`config.mk`:
```
export PLATFORM = sky130hd
export DESIGN_NAME = multdiv_param_flat
export DESIGN_NICKNAME = d
export VERILOG_FILES = /design/src/rtl/multdiv_param_if.sv /design/src/rtl/multdiv_param.sv /design/src/flat_wrapper.sv
export SDC_FILE = /design/constraint.sdc
export NUM_CORES = 1
export LEC_CHECK = 0
export BUFFER_PORTS_ARGS = -buffer_cell sky130_fd_sc_hd__buf_2
export CELL_PAD_IN_SITES_DETAIL_PLACEMENT = 1
export CELL_PAD_IN_SITES_GLOBAL_PLACEMENT = 1
export CORE_MARGIN = 2
export CORE_UTILIZATION = 49
export CTS_CLUSTER_SIZE = 28
export DETAILED_ROUTE_END_ITERATION = 10
export HOLD_SLACK_MARGIN = 0.12
export PLACE_DENSITY = 0.95
export SETUP_SLACK_MARGIN = 0.15
export SLEW_MARGIN = 20
export SYNTH_ARGS = -nofsm -noshare
export SYNTH_HDL_FRONTEND = slang
export SYNTH_SLANG_ARGS = --single-unit
```
`constraint.sdc`:
```
create_clock -name clock -period 10.4 [get_ports clock]
set_clock_uncertainty 0.1 [all_clocks]
set_input_delay 1.04 -clock clock [delete_from_list [all_inputs] [get_ports clock]]
set_output_delay 1.04 -clock clock [all_outputs]
set_load 0.02 [all_outputs]
```
`src/rtl/multdiv_param_if.sv`:
```
// Operand/control/result bundle for the iterative multiply/divide unit.
//
// Handshake: the master pulses ctrl_MULT or ctrl_DIV for one cycle with the
// operands valid in that same cycle. The unit samples them on that rising
// edge and raises busy. There is no ready/back-pressure: a new start is
// always accepted and silently aborts any operation in flight. Completion
// is a single-cycle data_resultRDY pulse. data_result, data_result_hi and
// data_exception are valid in that cycle and hold until the next start.
interface multdiv_param_if #(
    parameter int WIDTH = 32
);
    logic [WIDTH-1:0] data_operandA;
    logic [WIDTH-1:0] data_operandB;
    logic             ctrl_MULT;
    logic             ctrl_DIV;
    logic [WIDTH-1:0] data_result;
    logic [WIDTH-1:0] data_result_hi;
    logic             data_exception;
    logic             data_resultRDY;
    logic             busy;

    modport master (
        output data_operandA, data_operandB, ctrl_MULT, ctrl_DIV,
        input  data_result, data_result_hi, data_exception, data_resultRDY, busy
    );

    modport slave (
        input  data_operandA, data_operandB, ctrl_MULT, ctrl_DIV,
        output data_result, data_result_hi, data_exception, data_resultRDY, busy
    );
endinterface

```
`src/rtl/multdiv_param.sv`:
```
// Parametrised iterative signed multiplier / divider.
// Works on operand magnitudes: radix-2 shift-add multiply and restoring
// divide, one iteration per clock for WIDTH clocks, followed by a
// sign-correction edge that registers the results and enters DONE.
module multdiv_param #(
    parameter int WIDTH = 32,
    parameter int CNT_W = $clog2(WIDTH + 1)
) (
    input  logic           clock,
    input  logic           reset_n,
    multdiv_param_if.slave bus,
    output logic [1:0]     dbg_state
);

    typedef enum logic [1:0] {
        S_IDLE = 2'd0,
        S_MULT = 2'd1,
        S_DIV  = 2'd2,
        S_DONE = 2'd3
    } state_t;

    state_t state_q;
    state_t state_d;

    logic             start;
    logic             busy_int;
    logic             rdy_int;
    logic             iter_done;
    logic [CNT_W-1:0] cnt_q;

    // hi_q/lo_q: product halves (multiply) or remainder/quotient (divide)
    logic [WIDTH-1:0] hi_q;
    logic [WIDTH-1:0] lo_q;
    logic [WIDTH-1:0] opb_q;
    logic             neg_q;
    logic             rem_neg_q;
    logic             dvz_q;

    logic [WIDTH-1:0] res_q;
    logic [WIDTH-1:0] res_hi_q;
    logic             exc_q;

    logic             a_sign;
    logic             b_sign;
    logic [WIDTH-1:0] a_mag;
    logic [WIDTH-1:0] b_mag;

    logic [WIDTH:0]     mul_sum;
    logic [WIDTH:0]     div_shift;
    logic [WIDTH:0]     div_diff;
    logic [2*WIDTH-1:0] prod_mag;
    logic [2*WIDTH-1:0] prod_signed;
    logic [WIDTH-1:0]   quo_signed;
    logic [WIDTH-1:0]   rem_signed;
    logic               mul_ovf;
    logic               div_ovf;

    assign start     = bus.ctrl_MULT | bus.ctrl_DIV;
    assign iter_done = (cnt_q == CNT_W'(WIDTH));

    // MIN_INT negates to itself, which is the correct unsigned magnitude
    assign a_sign = bus.data_operandA[WIDTH-1];
    assign b_sign = bus.data_operandB[WIDTH-1];
    assign a_mag  = a_sign ? -bus.data_operandA : bus.data_operandA;
    assign b_mag  = b_sign ? -bus.data_operandB : bus.data_operandB;

    // One iteration of each algorithm, plus the final sign correction
    assign mul_sum     = {1'b0, hi_q} + {1'b0, opb_q};
    assign div_shift   = {hi_q, lo_q[WIDTH-1]};
    assign div_diff    = div_shift - {1'b0, opb_q};
    assign prod_mag    = {hi_q, lo_q};
    assign prod_signed = neg_q ? -prod_mag : prod_mag;
    assign quo_signed  = neg_q ? -lo_q : lo_q;
    assign rem_signed  = rem_neg_q ? -hi_q : hi_q;
    assign mul_ovf     = (prod_signed[2*WIDTH-1:WIDTH] != {WIDTH{prod_signed[WIDTH-1]}});
    // A positive quotient with magnitude 2^(WIDTH-1) only arises from MIN_INT / -1
    assign div_ovf     = ~neg_q & lo_q[WIDTH-1];

    // State register
    always_ff @(posedge clock or negedge reset_n) begin
        if (!reset_n) begin
            state_q <= S_IDLE;
        end else begin
            state_q <= state_d;
        end
    end

    // Next state: a start always wins, multiply has priority over divide
    always_comb begin
        state_d = state_q;
        if (start) begin
            state_d = bus.ctrl_MULT ? S_MULT : S_DIV;
        end else begin
            case (state_q)
                S_MULT, S_DIV: if (iter_done) state_d = S_DONE;
                S_DONE:        state_d = S_IDLE;
                default:       state_d = state_q;
            endcase
        end
    end

    // State-decoded outputs
    always_comb begin
        busy_int  = 1'b0;
        rdy_int   = 1'b0;
        dbg_state = state_q;
        case (state_q)
            S_MULT, S_DIV: busy_int = 1'b1;
            S_DONE:        rdy_int  = 1'b1;
            default:       ;
        endcase
    end

    // Datapath: load on start, iterate while busy, register results on the final edge
    always_ff @(posedge clock or negedge reset_n) begin
        if (!reset_n) begin
            cnt_q     <= '0;
            hi_q      <= '0;
            lo_q      <= '0;
            opb_q     <= '0;
            neg_q     <= 1'b0;
            rem_neg_q <= 1'b0;
            dvz_q     <= 1'b0;
            res_q     <= '0;
            res_hi_q  <= '0;
            exc_q     <= 1'b0;
        end else if (start) begin
            cnt_q     <= '0;
            hi_q      <= '0;
            lo_q      <= a_mag;
            opb_q     <= b_mag;
            neg_q     <= a_sign ^ b_sign;
            rem_neg_q <= a_sign;
            dvz_q     <= (bus.data_operandB == '0);
            exc_q     <= 1'b0;
        end else if (busy_int && !iter_done) begin
            cnt_q <= cnt_q + CNT_W'(1);
            if (state_q == S_MULT) begin
                if (lo_q[0]) begin
                    hi_q <= mul_sum[WIDTH:1];
                    lo_q <= {mul_sum[0], lo_q[WIDTH-1:1]};
                end else begin
                    hi_q <= {1'b0, hi_q[WIDTH-1:1]};
                    lo_q <= {hi_q[0], lo_q[WIDTH-1:1]};
                end
            end else begin
                if (!div_diff[WIDTH]) begin
                    hi_q <= div_diff[WIDTH-1:0];
                    lo_q <= {lo_q[WIDTH-2:0], 1'b1};
                end else begin
                    hi_q <= div_shift[WIDTH-1:0];
                    lo_q <= {lo_q[WIDTH-2:0], 1'b0};
                end
            end
        end else if (busy_int) begin
            if (state_q == S_MULT) begin
                res_q    <= prod_signed[WIDTH-1:0];
                res_hi_q <= prod_signed[2*WIDTH-1:WIDTH];
                exc_q    <= mul_ovf;
            end else if (dvz_q) begin
                res_q    <= '0;
                res_hi_q <= '0;
                exc_q    <= 1'b1;
            end else begin
                res_q    <= quo_signed;
                res_hi_q <= rem_signed;
                exc_q    <= div_ovf;
            end
        end
    end

    assign bus.data_result    = res_q;
    assign bus.data_result_hi = res_hi_q;
    assign bus.data_exception = exc_q;
    assign bus.data_resultRDY = rdy_int;
    assign bus.busy           = busy_int;

endmodule

```
`src/flat_wrapper.sv`:
```
// flat-port wrapper written by rule: the top's interface ports become plain ports
module multdiv_param_flat 
#(
    parameter int WIDTH = 32,
    parameter int CNT_W = $clog2(WIDTH + 1)
)
  (clock, reset_n, dbg_state, bus_data_operandA, bus_data_operandB, bus_ctrl_MULT, bus_ctrl_DIV, bus_data_result, bus_data_result_hi, bus_data_exception, bus_data_resultRDY, bus_busy);
  multdiv_param_if #(.WIDTH(WIDTH)) bus_i ();
  input  logic clock;
  input  logic reset_n;
  output logic [1:0] dbg_state;
  input wire logic [$bits(bus_i.data_operandA)-1:0] bus_data_operandA;
  input wire logic [$bits(bus_i.data_operandB)-1:0] bus_data_operandB;
  input wire logic [$bits(bus_i.ctrl_MULT)-1:0] bus_ctrl_MULT;
  input wire logic [$bits(bus_i.ctrl_DIV)-1:0] bus_ctrl_DIV;
  output wire logic [$bits(bus_i.data_result)-1:0] bus_data_result;
  output wire logic [$bits(bus_i.data_result_hi)-1:0] bus_data_result_hi;
  output wire logic [$bits(bus_i.data_exception)-1:0] bus_data_exception;
  output wire logic [$bits(bus_i.data_resultRDY)-1:0] bus_data_resultRDY;
  output wire logic [$bits(bus_i.busy)-1:0] bus_busy;
  assign bus_i.data_operandA = bus_data_operandA;
  assign bus_i.data_operandB = bus_data_operandB;
  assign bus_i.ctrl_MULT = bus_ctrl_MULT;
  assign bus_i.ctrl_DIV = bus_ctrl_DIV;
  assign bus_data_result = bus_i.data_result;
  assign bus_data_result_hi = bus_i.data_result_hi;
  assign bus_data_exception = bus_i.data_exception;
  assign bus_data_resultRDY = bus_i.data_resultRDY;
  assign bus_busy = bus_i.busy;
  multdiv_param #(.WIDTH(WIDTH), .CNT_W(CNT_W)) u_core (.clock(clock), .reset_n(reset_n), .bus(bus_i), .dbg_state(dbg_state));
endmodule
```
==> flow_metrics.tcl <==
set metrics [dict create \
    hpwl_um 39800 \
    drive_above_1_share 0.118 \
    final_max_slew_viol_count 0 \
    crit_arrival_ns 5.61 \
    mostFrequentLayoutCell "nand2_1" \
    holdWs_ns 0.337 \
    critPathKind "flop to flop" \
    clockBufferDepth 2 \
    worstReg2RegStart "u_core.hi_q[0]$_DFFE_PN0P_" \
    tightest_slew_ns 1.15 \
    grt_max_degree 102 \
    synth-seq-cells 172 \
    synth.avg_cell_area_um2 7.97 \
    final_area_um2 16600 \
    yosys.area.top_type "dfrtp_1" \
    clock_sinks 172 \
    synthToLayoutAreaGrowth_pct 9.42 \
    synthCells 1908 \
    most-common-layout-cells "249 x nand2_1, 235 x o21ai_0, 172 x dfrtp_1" \
    critical_path_required_ns 10.65 \
    cts_resized 0 \
    rsz0062_at_grt "no" \
    holdBufCountCts 0 \
    drv_cap 0 \
    antenna_found_initial 1 \
    die-width_um 180 \
    grt_usage 0.345 \
    hold_violations 0 \
    slew_headroom 0.230 \
    io_pins 137 \
    yosysWarnings 0 \
    worst-r2r-setup-slack_ns 5.04 \
    initial_core_util 0.497 \
    cts_root_buf "clkbuf_16" \
    synthTopCellsByArea "dfrtp_1 28%, o21ai_0 7.7%, xor2_1 7.7%, nand2_1 6.1%, ha_1 6.0%" \
    crit_path_start "u_core.hi_q[0]$_DFFE_PN0P_" \
    vias 15885 \
    fmax_mhz 187 \
    synth_nets 2051 \
    vias_per_cell 6.76 \
    htree_levels 4 \
    nNetsFinal 2084 \
    port_buffers 136 \
    insertion_delay_ns 0.47 \
    gp_congestion 0.961 \
    post_cts_buffers 0 \
    critPathMaxFanout 11 \
    path_clk_slew_ns 0.09 \
    critPathLaunchType "flop" \
    end_kind "flop" \
    grt_pass1_wl_um 90800 \
    drc 0 \
    status "finished, final reports clean" \
    leakage_uw 0.00747 \
    ys.flop_type "dfrtp_1" \
    post_drt_wl_per_cell_um 24.2 \
    netlist_area_um2 15200 \
    ys_seq_area_frac 0.283 \
    grt_pass1_vias 16328 \
    synth_top_cell_area_share 0.283 \
    die_area_um2 32500 \
    hold_class "primary input to async pin" \
    power_density_nw_per_um2 164 \
    wirelength_um 56800 \
    irDropWorstVdd_uv 131 \
    row_count 64 \
    firstDrtPassIters 5 \
    synth_edf_count 0 \
    post-route-min-period_ns 5.36 \
    finalSetupViolCount 0 \
    drt-initial-drc-count 1713 \
    die_h_um 180 \
    cts_buffers 17 \
    grt_overflow 0 \
    cts_tree "done" \
    postSynth.asyncResetShare 1.00 \
    ys_types 84 \
    ant_nets 0 \
    rr_worst_depth 12 \
    dpl_cell_area_um2 16000 \
    period_share 0.515 \
    finalSetupTns_ns 0 \
    core-area_um2 30600 \
]
stage by stage:
step / setup slack [ns] / util / power, uW / cells
after floorplan: 6.25 / - / 1640 / 1908
after detailed placement: 5.45 / 0.523 / 1980 / 2317
after global routing: 5.02 / 0.544 / 2850 / 2351
after CTS: 5.27 / 0.543 / 2680 / 2349
after global placement: 5.65 / 0.523 / 1910 / 2317
final: 5.04 / 0.544 / 2730 / 2351
synth_stat cells (all sizes together), types with 5 or more instances:
master	count
nor2b	14
o31ai	50
and3	5
o21ai	236
nor4	21
nand4	24
a21oi	107
a21boi	8
nand3	25
o211ai	50
and2	6
mux2i	45
buf	25
or4	34
nor2	86
nand2	249
ha	73
o22ai	13
o311ai	6
nor3	28
inv	64
clkbuf	115
or2	11
o21bai	6
or3	21
dfrtp	172
mux2	12
a22o	11
xnor2	66
a22oi	10
a211oi	30
o41ai	19
o21a	10
nand2b	11
xor2	133
a21o	32
a31oi	12
a311oi	5
worst max-delay path, cell delays in order, from the launching register on:
cell and delay (ns):
dfrtp_1 0.63, inv_1 0.23, fa_1 0.49, nor2b_1 0.25
o31a_1 0.18, o31ai_1 0.15, a2111oi_0 0.93, o211ai_1 0.25
a21boi_1 0.81, buf_4 0.32, nor2_1 0.23, a211o_1 0.36
a221oi_1 0.28
registers in the layout, indices dropped and copies added (netlist names):
signal,flops
u_core.cnt_q,6
u_core.hi_q,32
u_core.rem_neg_q,1
u_core.bus.data_result_hi,32
u_core.opb_q,32
u_core.bus.data_exception,1
u_core.neg_q,1
u_core.dbg_state,2
u_core.lo_q,32
u_core.dvz_q,1
u_core.bus.data_result,32
final timing paths:
kind,end
hold reg to reg,u_core.bus.data_result_hi[6]$_DFFE_PN0P_
setup reg to reg,u_core.hi_q[1]$_DFFE_PN0P_
max in group asynchronous,u_core.hi_q[19]$_DFFE_PN0P_
hold / removal,u_core.opb_q[15]$_DFFE_PN0N_
min in group clock,u_core.bus.data_result_hi[6]$_DFFE_PN0P_
setup / recovery,u_core.hi_q[1]$_DFFE_PN0P_
per-layer routing:
| metal | global-route usage | routed length [um] | up-vias |
|---|---|---|---|
| li1 | - | - | 7027 |
| met1 | 0.449 | 22800 | 7793 |
| met2 | 0.560 | 26400 | 855 |
| met3 | 0.0616 | 5020 | 210 |
| met4 | 0.155 | 2560 | 0 |
| met5 | 0 | 0 | - |
power by group:
| group | switching [uW] | internal, uW | total, uW |
|---|---|---|---|
| logic | 771 | 425 | 1200 |
| registers | 127 | 718 | 846 |
| clock network | 363 | 330 | 692 |
cell type report:
class                           count  area [um^2]
Fill cell                        3725        13900
Multi-Input combinational cell   1532        10100
Sequential cell                   172         4300
Timing Repair Buffer              154          842
Tap cell                          396          495
Clock buffer                       17          425
Inverter                           64          240
Clock inverter                     15          189
Antenna cell                        1         2.50
cell families after synthesis:
family,after synthesis,share of synthesized area
adders and majority gates,75,0.0627
muxes,57,0.0385
AOI/OAI and AO/OA,650,0.273
DFF,172,0.283
buffers and inverters,204,0.0523
xor gates and xnor gates,199,0.115
and+or+nand+nor,551,0.176
No activity file was read; power rests on OpenSTA's default activity.
